### src/rtl/led_pkg.sv
// Shared LED sequencer definitions: mode encodings, chaser state enum and
// the mode decode helper. Used by the chaser and by the legacy LED modules.
package led_pkg;

    typedef enum logic [1:0] {
        MODE_LEFT   = 2'd0,
        MODE_RIGHT  = 2'd1,
        MODE_BOUNCE = 2'd2
    } mode_e;

    typedef enum logic [1:0] {
        ST_IDLE = 2'd0,
        ST_RUN  = 2'd1,
        ST_DONE = 2'd2
    } chaser_state_e;

    // The reserved encoding 3 falls back to LEFT.
    function automatic mode_e decode_mode(input logic [1:0] raw);
        mode_e m;
        case (raw)
            2'd1:    m = MODE_RIGHT;
            2'd2:    m = MODE_BOUNCE;
            default: m = MODE_LEFT;
        endcase
        return m;
    endfunction

endpackage

### src/rtl/led_chaser_n_if.sv
// Control/status bundle between the LED driver FSM (master) and the chaser (slave).
interface led_chaser_n_if #(
    parameter int N_LEDS = 18,
    parameter int DIV_W  = 8,
    parameter int PASS_W = 4
) ();
    logic              run;
    logic              step_en;
    logic [1:0]        mode;
    logic [DIV_W-1:0]  step_div;
    logic [PASS_W-1:0] passes;
    logic [N_LEDS-1:0] out;
    logic              busy;
    logic              pass_pulse;
    logic              done;

    modport master (
        output run, step_en, mode, step_div, passes,
        input  out, busy, pass_pulse, done
    );

    modport slave (
        input  run, step_en, mode, step_div, passes,
        output out, busy, pass_pulse, done
    );
endinterface

### src/rtl/led_step_prescaler.sv
// Step prescaler: ticks on every (step_div+1)-th enabled clock. A step_div
// lowered below the running count lets the counter wrap through all-ones.
module led_step_prescaler #(
    parameter int DIV_W = 8
) (
    input  logic             clk,
    input  logic             async_rs_n,
    input  logic             clear,
    input  logic             enable,
    input  logic [DIV_W-1:0] step_div,
    output logic             tick
);
    logic [DIV_W-1:0] cnt_r;

    assign tick = enable && (cnt_r == step_div);

    // Prescaler count: cleared, reloaded on tick, otherwise counts while enabled.
    always_ff @(posedge clk or negedge async_rs_n) begin
        if (!async_rs_n) begin
            cnt_r <= {DIV_W{1'b0}};
        end else if (clear) begin
            cnt_r <= {DIV_W{1'b0}};
        end else if (tick) begin
            cnt_r <= {DIV_W{1'b0}};
        end else if (enable) begin
            cnt_r <= cnt_r + DIV_W'(1);
        end else begin
            cnt_r <= cnt_r;
        end
    end
endmodule

### src/rtl/led_chaser_n.sv
// Parametrised LED-window chaser: a WIN-wide lit block steps across an
// N_LEDS bar in LEFT/RIGHT/BOUNCE mode with pass counting and a done level.
module led_chaser_n
    import led_pkg::*;
#(
    parameter int N_LEDS = 18,
    parameter int WIN    = 3,
    parameter int DIV_W  = 8,
    parameter int PASS_W = 4
) (
    input  logic           clk,
    input  logic           async_rs_n,
    led_chaser_n_if.slave  bus
);
    localparam int POS_W = (N_LEDS > 2) ? $clog2(N_LEDS) : 1;
    localparam logic [POS_W-1:0] MAXP     = POS_W'(N_LEDS - WIN);
    localparam logic [POS_W-1:0] POS_ZERO = {POS_W{1'b0}};

    chaser_state_e     state_r, state_s;
    mode_e             mode_r, mode_s;
    logic [PASS_W-1:0] passes_r, passes_s;
    logic [PASS_W-1:0] pass_cnt_r, pass_cnt_s, pass_inc_s;
    logic [POS_W-1:0]  pos_r, pos_s, step_pos_s;
    logic              dir_up_r, dir_up_s, step_dir_s, wrap_s;
    logic [N_LEDS-1:0] out_r, out_s;
    logic              pulse_r, pulse_s;
    logic              busy_r, done_r;
    logic              tick_s, presc_clear_s, presc_en_s;

    function automatic logic [N_LEDS-1:0] win_pattern(input logic [POS_W-1:0] p);
        logic [N_LEDS-1:0] m;
        m = {N_LEDS{1'b0}};
        for (int i = 0; i < N_LEDS; i++) begin
            if ((i >= int'(p)) && (i < int'(p) + WIN)) begin
                m[i] = 1'b1;
            end else begin
                m[i] = 1'b0;
            end
        end
        return m;
    endfunction

    function automatic logic [POS_W-1:0] home_pos(input mode_e m);
        return (m == MODE_RIGHT) ? MAXP : POS_ZERO;
    endfunction

    assign presc_clear_s = (state_r == ST_IDLE);
    assign presc_en_s    = (state_r == ST_RUN) && bus.step_en;
    assign pass_inc_s    = pass_cnt_r + PASS_W'(1);

    led_step_prescaler #(.DIV_W(DIV_W)) u_presc (
        .clk        (clk),
        .async_rs_n (async_rs_n),
        .clear      (presc_clear_s),
        .enable     (presc_en_s),
        .step_div   (bus.step_div),
        .tick       (tick_s)
    );

    // Position/direction the next tick would produce, plus end-of-pass detect.
    always_comb begin
        step_pos_s = pos_r;
        step_dir_s = dir_up_r;
        wrap_s     = 1'b0;
        case (mode_r)
            MODE_RIGHT: begin
                if (pos_r == POS_ZERO) begin
                    step_pos_s = MAXP;
                    wrap_s     = 1'b1;
                end else begin
                    step_pos_s = pos_r - POS_W'(1);
                end
            end
            MODE_BOUNCE: begin
                if (MAXP == POS_ZERO) begin
                    wrap_s = 1'b1;
                end else if (dir_up_r && (pos_r != MAXP)) begin
                    step_pos_s = pos_r + POS_W'(1);
                end else begin
                    // Moving down (including the turnaround at MAXP); landing on 0 ends the pass.
                    step_pos_s = pos_r - POS_W'(1);
                    if (step_pos_s == POS_ZERO) begin
                        wrap_s     = 1'b1;
                        step_dir_s = 1'b1;
                    end else begin
                        step_dir_s = 1'b0;
                    end
                end
            end
            default: begin
                if (pos_r == MAXP) begin
                    step_pos_s = POS_ZERO;
                    wrap_s     = 1'b1;
                end else begin
                    step_pos_s = pos_r + POS_W'(1);
                end
            end
        endcase
    end

    // Chaser FSM next-state and next-output logic; run=0 outranks any tick.
    always_comb begin
        state_s    = state_r;
        mode_s     = mode_r;
        passes_s   = passes_r;
        pass_cnt_s = pass_cnt_r;
        pos_s      = pos_r;
        dir_up_s   = dir_up_r;
        pulse_s    = 1'b0;
        case (state_r)
            ST_IDLE: begin
                if (bus.run) begin
                    mode_s     = decode_mode(bus.mode);
                    passes_s   = bus.passes;
                    pos_s      = home_pos(decode_mode(bus.mode));
                    dir_up_s   = 1'b1;
                    pass_cnt_s = {PASS_W{1'b0}};
                    state_s    = ST_RUN;
                end else begin
                    state_s = ST_IDLE;
                end
            end
            ST_RUN: begin
                if (!bus.run) begin
                    state_s = ST_IDLE;
                end else if (tick_s) begin
                    pos_s    = step_pos_s;
                    dir_up_s = step_dir_s;
                    if (wrap_s) begin
                        pulse_s = 1'b1;
                        if ((passes_r != {PASS_W{1'b0}}) && (pass_inc_s == passes_r)) begin
                            state_s  = ST_DONE;
                            pos_s    = home_pos(mode_r);
                            dir_up_s = 1'b1;
                        end else begin
                            pass_cnt_s = pass_inc_s;
                        end
                    end else begin
                        pulse_s = 1'b0;
                    end
                end else begin
                    state_s = ST_RUN;
                end
            end
            ST_DONE: begin
                if (!bus.run) begin
                    state_s = ST_IDLE;
                end else begin
                    state_s = ST_DONE;
                end
            end
            default: begin
                state_s = ST_IDLE;
            end
        endcase
        if (state_s == ST_IDLE) begin
            out_s = {N_LEDS{1'b0}};
        end else begin
            out_s = win_pattern(pos_s);
        end
    end

    // State and registered outputs.
    always_ff @(posedge clk or negedge async_rs_n) begin
        if (!async_rs_n) begin
            state_r    <= ST_IDLE;
            mode_r     <= MODE_LEFT;
            passes_r   <= {PASS_W{1'b0}};
            pass_cnt_r <= {PASS_W{1'b0}};
            pos_r      <= POS_ZERO;
            dir_up_r   <= 1'b1;
            out_r      <= {N_LEDS{1'b0}};
            pulse_r    <= 1'b0;
            busy_r     <= 1'b0;
            done_r     <= 1'b0;
        end else begin
            state_r    <= state_s;
            mode_r     <= mode_s;
            passes_r   <= passes_s;
            pass_cnt_r <= pass_cnt_s;
            pos_r      <= pos_s;
            dir_up_r   <= dir_up_s;
            out_r      <= out_s;
            pulse_r    <= pulse_s;
            busy_r     <= (state_s == ST_RUN);
            done_r     <= (state_s == ST_DONE);
        end
    end

    assign bus.out        = out_r;
    assign bus.busy       = busy_r;
    assign bus.pass_pulse = pulse_r;
    assign bus.done       = done_r;
endmodule

### src/flat_wrapper.sv
// flat-port wrapper written by rule: the top's interface ports become plain ports
module led_chaser_n_flat import led_pkg::*;
#(
    parameter int N_LEDS = 18,
    parameter int WIN    = 3,
    parameter int DIV_W  = 8,
    parameter int PASS_W = 4
)
  (clk, async_rs_n, bus_run, bus_step_en, bus_mode, bus_step_div, bus_passes, bus_out, bus_busy, bus_pass_pulse, bus_done);
  led_chaser_n_if #(.N_LEDS(N_LEDS), .DIV_W(DIV_W), .PASS_W(PASS_W)) bus_i ();
  input  logic clk;
  input  logic async_rs_n;
  input wire logic [$bits(bus_i.run)-1:0] bus_run;
  input wire logic [$bits(bus_i.step_en)-1:0] bus_step_en;
  input wire logic [$bits(bus_i.mode)-1:0] bus_mode;
  input wire logic [$bits(bus_i.step_div)-1:0] bus_step_div;
  input wire logic [$bits(bus_i.passes)-1:0] bus_passes;
  output wire logic [$bits(bus_i.out)-1:0] bus_out;
  output wire logic [$bits(bus_i.busy)-1:0] bus_busy;
  output wire logic [$bits(bus_i.pass_pulse)-1:0] bus_pass_pulse;
  output wire logic [$bits(bus_i.done)-1:0] bus_done;
  assign bus_i.run = bus_run;
  assign bus_i.step_en = bus_step_en;
  assign bus_i.mode = bus_mode;
  assign bus_i.step_div = bus_step_div;
  assign bus_i.passes = bus_passes;
  assign bus_out = bus_i.out;
  assign bus_busy = bus_i.busy;
  assign bus_pass_pulse = bus_i.pass_pulse;
  assign bus_done = bus_i.done;
  led_chaser_n #(.N_LEDS(N_LEDS), .WIN(WIN), .DIV_W(DIV_W), .PASS_W(PASS_W)) u_core (.clk(clk), .async_rs_n(async_rs_n), .bus(bus_i));
endmodule
### config.mk
export PLATFORM = sky130hd
export DESIGN_NAME = led_chaser_n_flat
export DESIGN_NICKNAME = d
export VERILOG_FILES = /design/src/rtl/led_pkg.sv /design/src/rtl/led_chaser_n_if.sv /design/src/rtl/led_step_prescaler.sv /design/src/rtl/led_chaser_n.sv /design/src/flat_wrapper.sv
export SDC_FILE = /design/constraint.sdc
export NUM_CORES = 1
export LEC_CHECK = 0
export ABC_AREA = 1
export BUFFER_PORTS_ARGS = -buffer_cell sky130_fd_sc_hd__buf_2
export CAP_MARGIN = 20
export CORE_ASPECT_RATIO = 2
export CORE_MARGIN = 2
export CORE_UTILIZATION = 25
export CTS_CLUSTER_DIAMETER = 100
export DETAILED_ROUTE_END_ITERATION = 10
export PLACE_DENSITY = 0.46
export SYNTH_ARGS = -nofsm -noshare
export SYNTH_HDL_FRONTEND = slang
export SYNTH_SLANG_ARGS = --single-unit
### constraint.sdc
create_clock -name clk -period 4.7 [get_ports clk]
set_clock_uncertainty 0.05 [all_clocks]
set_input_delay 0.94 -clock clk [delete_from_list [all_inputs] [get_ports clk]]
set_output_delay 0.94 -clock clk [all_outputs]
set_load 0.02 [all_outputs]
==> results.json <==
{
  "place.gp.congestion": 0.826,
  "final_cell_count_no_fill": 617,
  "ys_warn_count": 0,
  "r2r-start": "u_core.pos_r[0]",
  "finalCriticalPeriod_ns": 3.71,
  "portBuffers": 38,
  "n_antenna_cell": 0,
  "grt_start_max_net_pins": 48,
  "detail_route.wirelength_mm": 8.34,
  "layout-drive-gt1-share_pct": 24.1,
  "status": "finished, final reports clean",
  "yosysTopAreaCell": "dfrtp_1",
  "synth_area_leaders": "dfrtp_1, nand2_1, nor2_1",
  "dp_slack_ns": 0.976,
  "placed_cells": 609,
  "crit_top_cell": "nand2_1",
  "areaGrowthSynthToFinish_pct": 15.6,
  "post-cts-setup-buffers": 0,
  "dr.pass1.iters": 5,
  "routedWlPerCell_microns": 13.5,
  "drt_iter0_drc": 131,
  "pin_count": 39,
  "required_ns": 4.83,
  "grt_pass1_wl_mm": 14.2,
  "start_util_pct": 25.3,
  "die-area_sq_mm": 0.0140,
  "ys_ff_latch": 47,
  "slew_viol_final": 0,
  "grt_pass1_vias": 2837,
  "multi_input_area_sq_mm": 0.00179,
  "cpLargestDelayFamily": "simple AND/OR/NAND/NOR gates",
  "htree_levels": 2,
  "leakagePower_nw": 1.90,
  "regArea_sq_mm": 0.00118,
  "peakVddDrop_v": 0.000144,
  "placed_cell_area_sq_mm": 0.00360,
  "tightest_slew_ns": 0.631,
  "clk_path_buf_depth": 2,
  "insertion_delay_ns": 0.30,
  "worstPathMaxFanout": 9,
  "ant_nets": 0,
  "cts_sinks": 47,
  "fillers": 1466,
  "nets": 495,
  "power_density_mw_per_mm2": 331,
  "fp.dieW_microns": 84.6,
  "finalCritPeriodShare_pct": 79.0,
  "antenna_found_initial": 0,
  "synth_top_cells_by_count": "nand2_1, nor2_1, inv_1, dfrtp_1, nand3_1",
  "die_h_microns": 165,
  "synthCells": 422,
  "synth-seq-area-share_pct": 36.2,
  "cts_buffers": 5,
  "synth_flop_cell": "dfrtp_1",
  "synth_top_area_share_pct": 35.4,
  "synth-async-reset-ratio_pct": 100,
  "syn_area_sq_mm": 0.00325,
  "synth_fp_nets": 453,
  "worst_setup_path_end_kind": "flip-flop",
  "grt_usage_pct": 12.7,
  "finalWorstSetupSlack_ns": 0.987,
  "design.core.area_sq_mm": 0.0128,
  "ctsResizeCount": 0,
  "clk_pin_slew_ns": 0.07,
  "crit_buf_inv": 4,
  "overflow": 0,
  "max_freq_mhz": 269,
  "synth_cell_type_count": 41,
  "cp.arrival_ns": 3.84,
  "rows": 59,
  "drv_cap": 0,
  "critical_path_class": "reg2reg",
  "cp_slowest_stage_delay_ns": 0.51,
  "synth_enable_flop_cells": 0,
  "start_kind": "flip-flop",
  "via_per_inst": 4.62,
  "vias": 2849,
  "dpl.hpwl_mm": 6.41,
  "critPathSlowestCell": "dfrtp_1",
  "syn_area_per_cell_sq_um": 7.70,
  "min_from": "u_core.dir_up_r",
  "crit_start": "u_core.pos_r[0]",
  "yosysMostFrequentCell": "nand2_1",
  "finalHoldViolations": 0,
  "hold_buffers": 0,
  "cts-root-buf": "clkbuf_16",
  "drc": 0,
  "power_mw": 1.25,
  "relSlewSlack_pct": 57.9,
  "worstHoldPathType": "reg2reg",
  "rsz0062_at_grt": "no",
  "stdcell_area_sq_mm": 0.00376,
  "setup_tns_ns": 0,
  "cts_tree": "yes",
  "setup_viol": 0
}
-- layout make-up --
type	instances	share of cell area, %
flip-flops and latches	47	31.3
well taps	152	5.06
repair buffers	39	5.26
clock inverters	2	0.433
inverters	65	6.62
multi-input cells	306	47.6
clock buffers	6	3.70
-- report_power, final --
group          switching (mW)  leakage [nW]  internal, mW
clock network           0.168        0.0731         0.213
logic                   0.258          1.20         0.126
registers              0.0369         0.618         0.443
total                   0.463          1.90         0.783
-- per-layer routing --
layer / track usage, % / share of wire [%] / wire, microns / vias to the layer above
met5: 0 / 0 / 0 / -
met3: 1.69 / 3.7 / 306 / 5
met1: 16.8 / 46 / 3860 / 1333
li1: - / - / - / 1452
met4: 3.97 / 1.0 / 85 / 0
met2: 21.3 / 49 / 4100 / 59
-- cells by family after synthesis --
| kind of cell | Yosys count | share of synthesized area [%] |
|---|---|---|
| buf+inv | 69 | 8.74 |
| compound gates | 69 | 13.5 |
| xor+xnor | 9 | 2.42 |
| fa+ha+maj | 13 | 5.00 |
| flops | 47 | 36.2 |
| simple gates | 215 | 34.1 |
-- metrics by stage --
stage                     hold WS, ns  utilization [%]
after CTS                       0.477             29.3
after global placement          0.457             28.1
after global routing            0.496             29.3
after floorplan                 0.432                -
after detailed placement        0.459             28.1
final                           0.476             29.3
-- worst register-to-register path: stages (launching register included) --
cell and delay (ns):
dfrtp_1 0.51, ha_1 0.25, nand3_1 0.12, inv_1 0.09
ha_1 0.15, inv_1 0.05, nand2_1 0.12, nand3_1 0.08
nor2_1 0.11, nand3_2 0.10, nand2_1 0.09, nand3_2 0.17
nand2_1 0.10, nand3_1 0.07, nand2_1 0.09, nand2_1 0.05
nand2_1 0.06, nand2_1 0.15, ha_1 0.27, inv_1 0.11
nand3_2 0.15, inv_2 0.08, nand2_1 0.08, nand2_2 0.09
nand2_2 0.09, nor2_8 0.22, a21boi_2 0.08
-- placed cells by master (no fill, tap or decap), types with 7 or more instances in the layout --
cell,synthesis,layout
nand2_2,8,8
nand2_4,8,8
ha_1,13,13
o21ai_0,27,27
buf_2,1,38
nand2_1,79,79
nor2_1,54,54
dfrtp_1,46,46
inv_2,13,13
nand3_1,34,34
a21oi_1,12,12
a21oi_2,8,8
inv_1,50,50
nor3_1,7,7
-- registers in the layout (all words and copies together), names as in the netlist, 2 cells and up --
register / flops
u_core.u_presc.cnt_r: 8
u_core.mode_r: 2
u_core.pass_cnt_r: 4
u_core.bus.out: 18
u_core.passes_r: 4
u_core.state_r: 2
u_core.pos_r: 5
-- worst paths after layout --
check	endpoint	slack [ns]	cells after the start
worst min-delay path	u_core.dir_up_r	0.48	2
min in group asynchronous	u_core.pass_cnt_r[3]	0.70	2
worst max-delay path	u_core.bus.out[7]	0.99	26
worst min register to register	u_core.dir_up_r	0.48	2
worst max register to register	u_core.bus.out[7]	0.99	26
max in group asynchronous	u_core.u_presc.cnt_r[6]	3.48	2
Power figures use the tool's default switching activity.
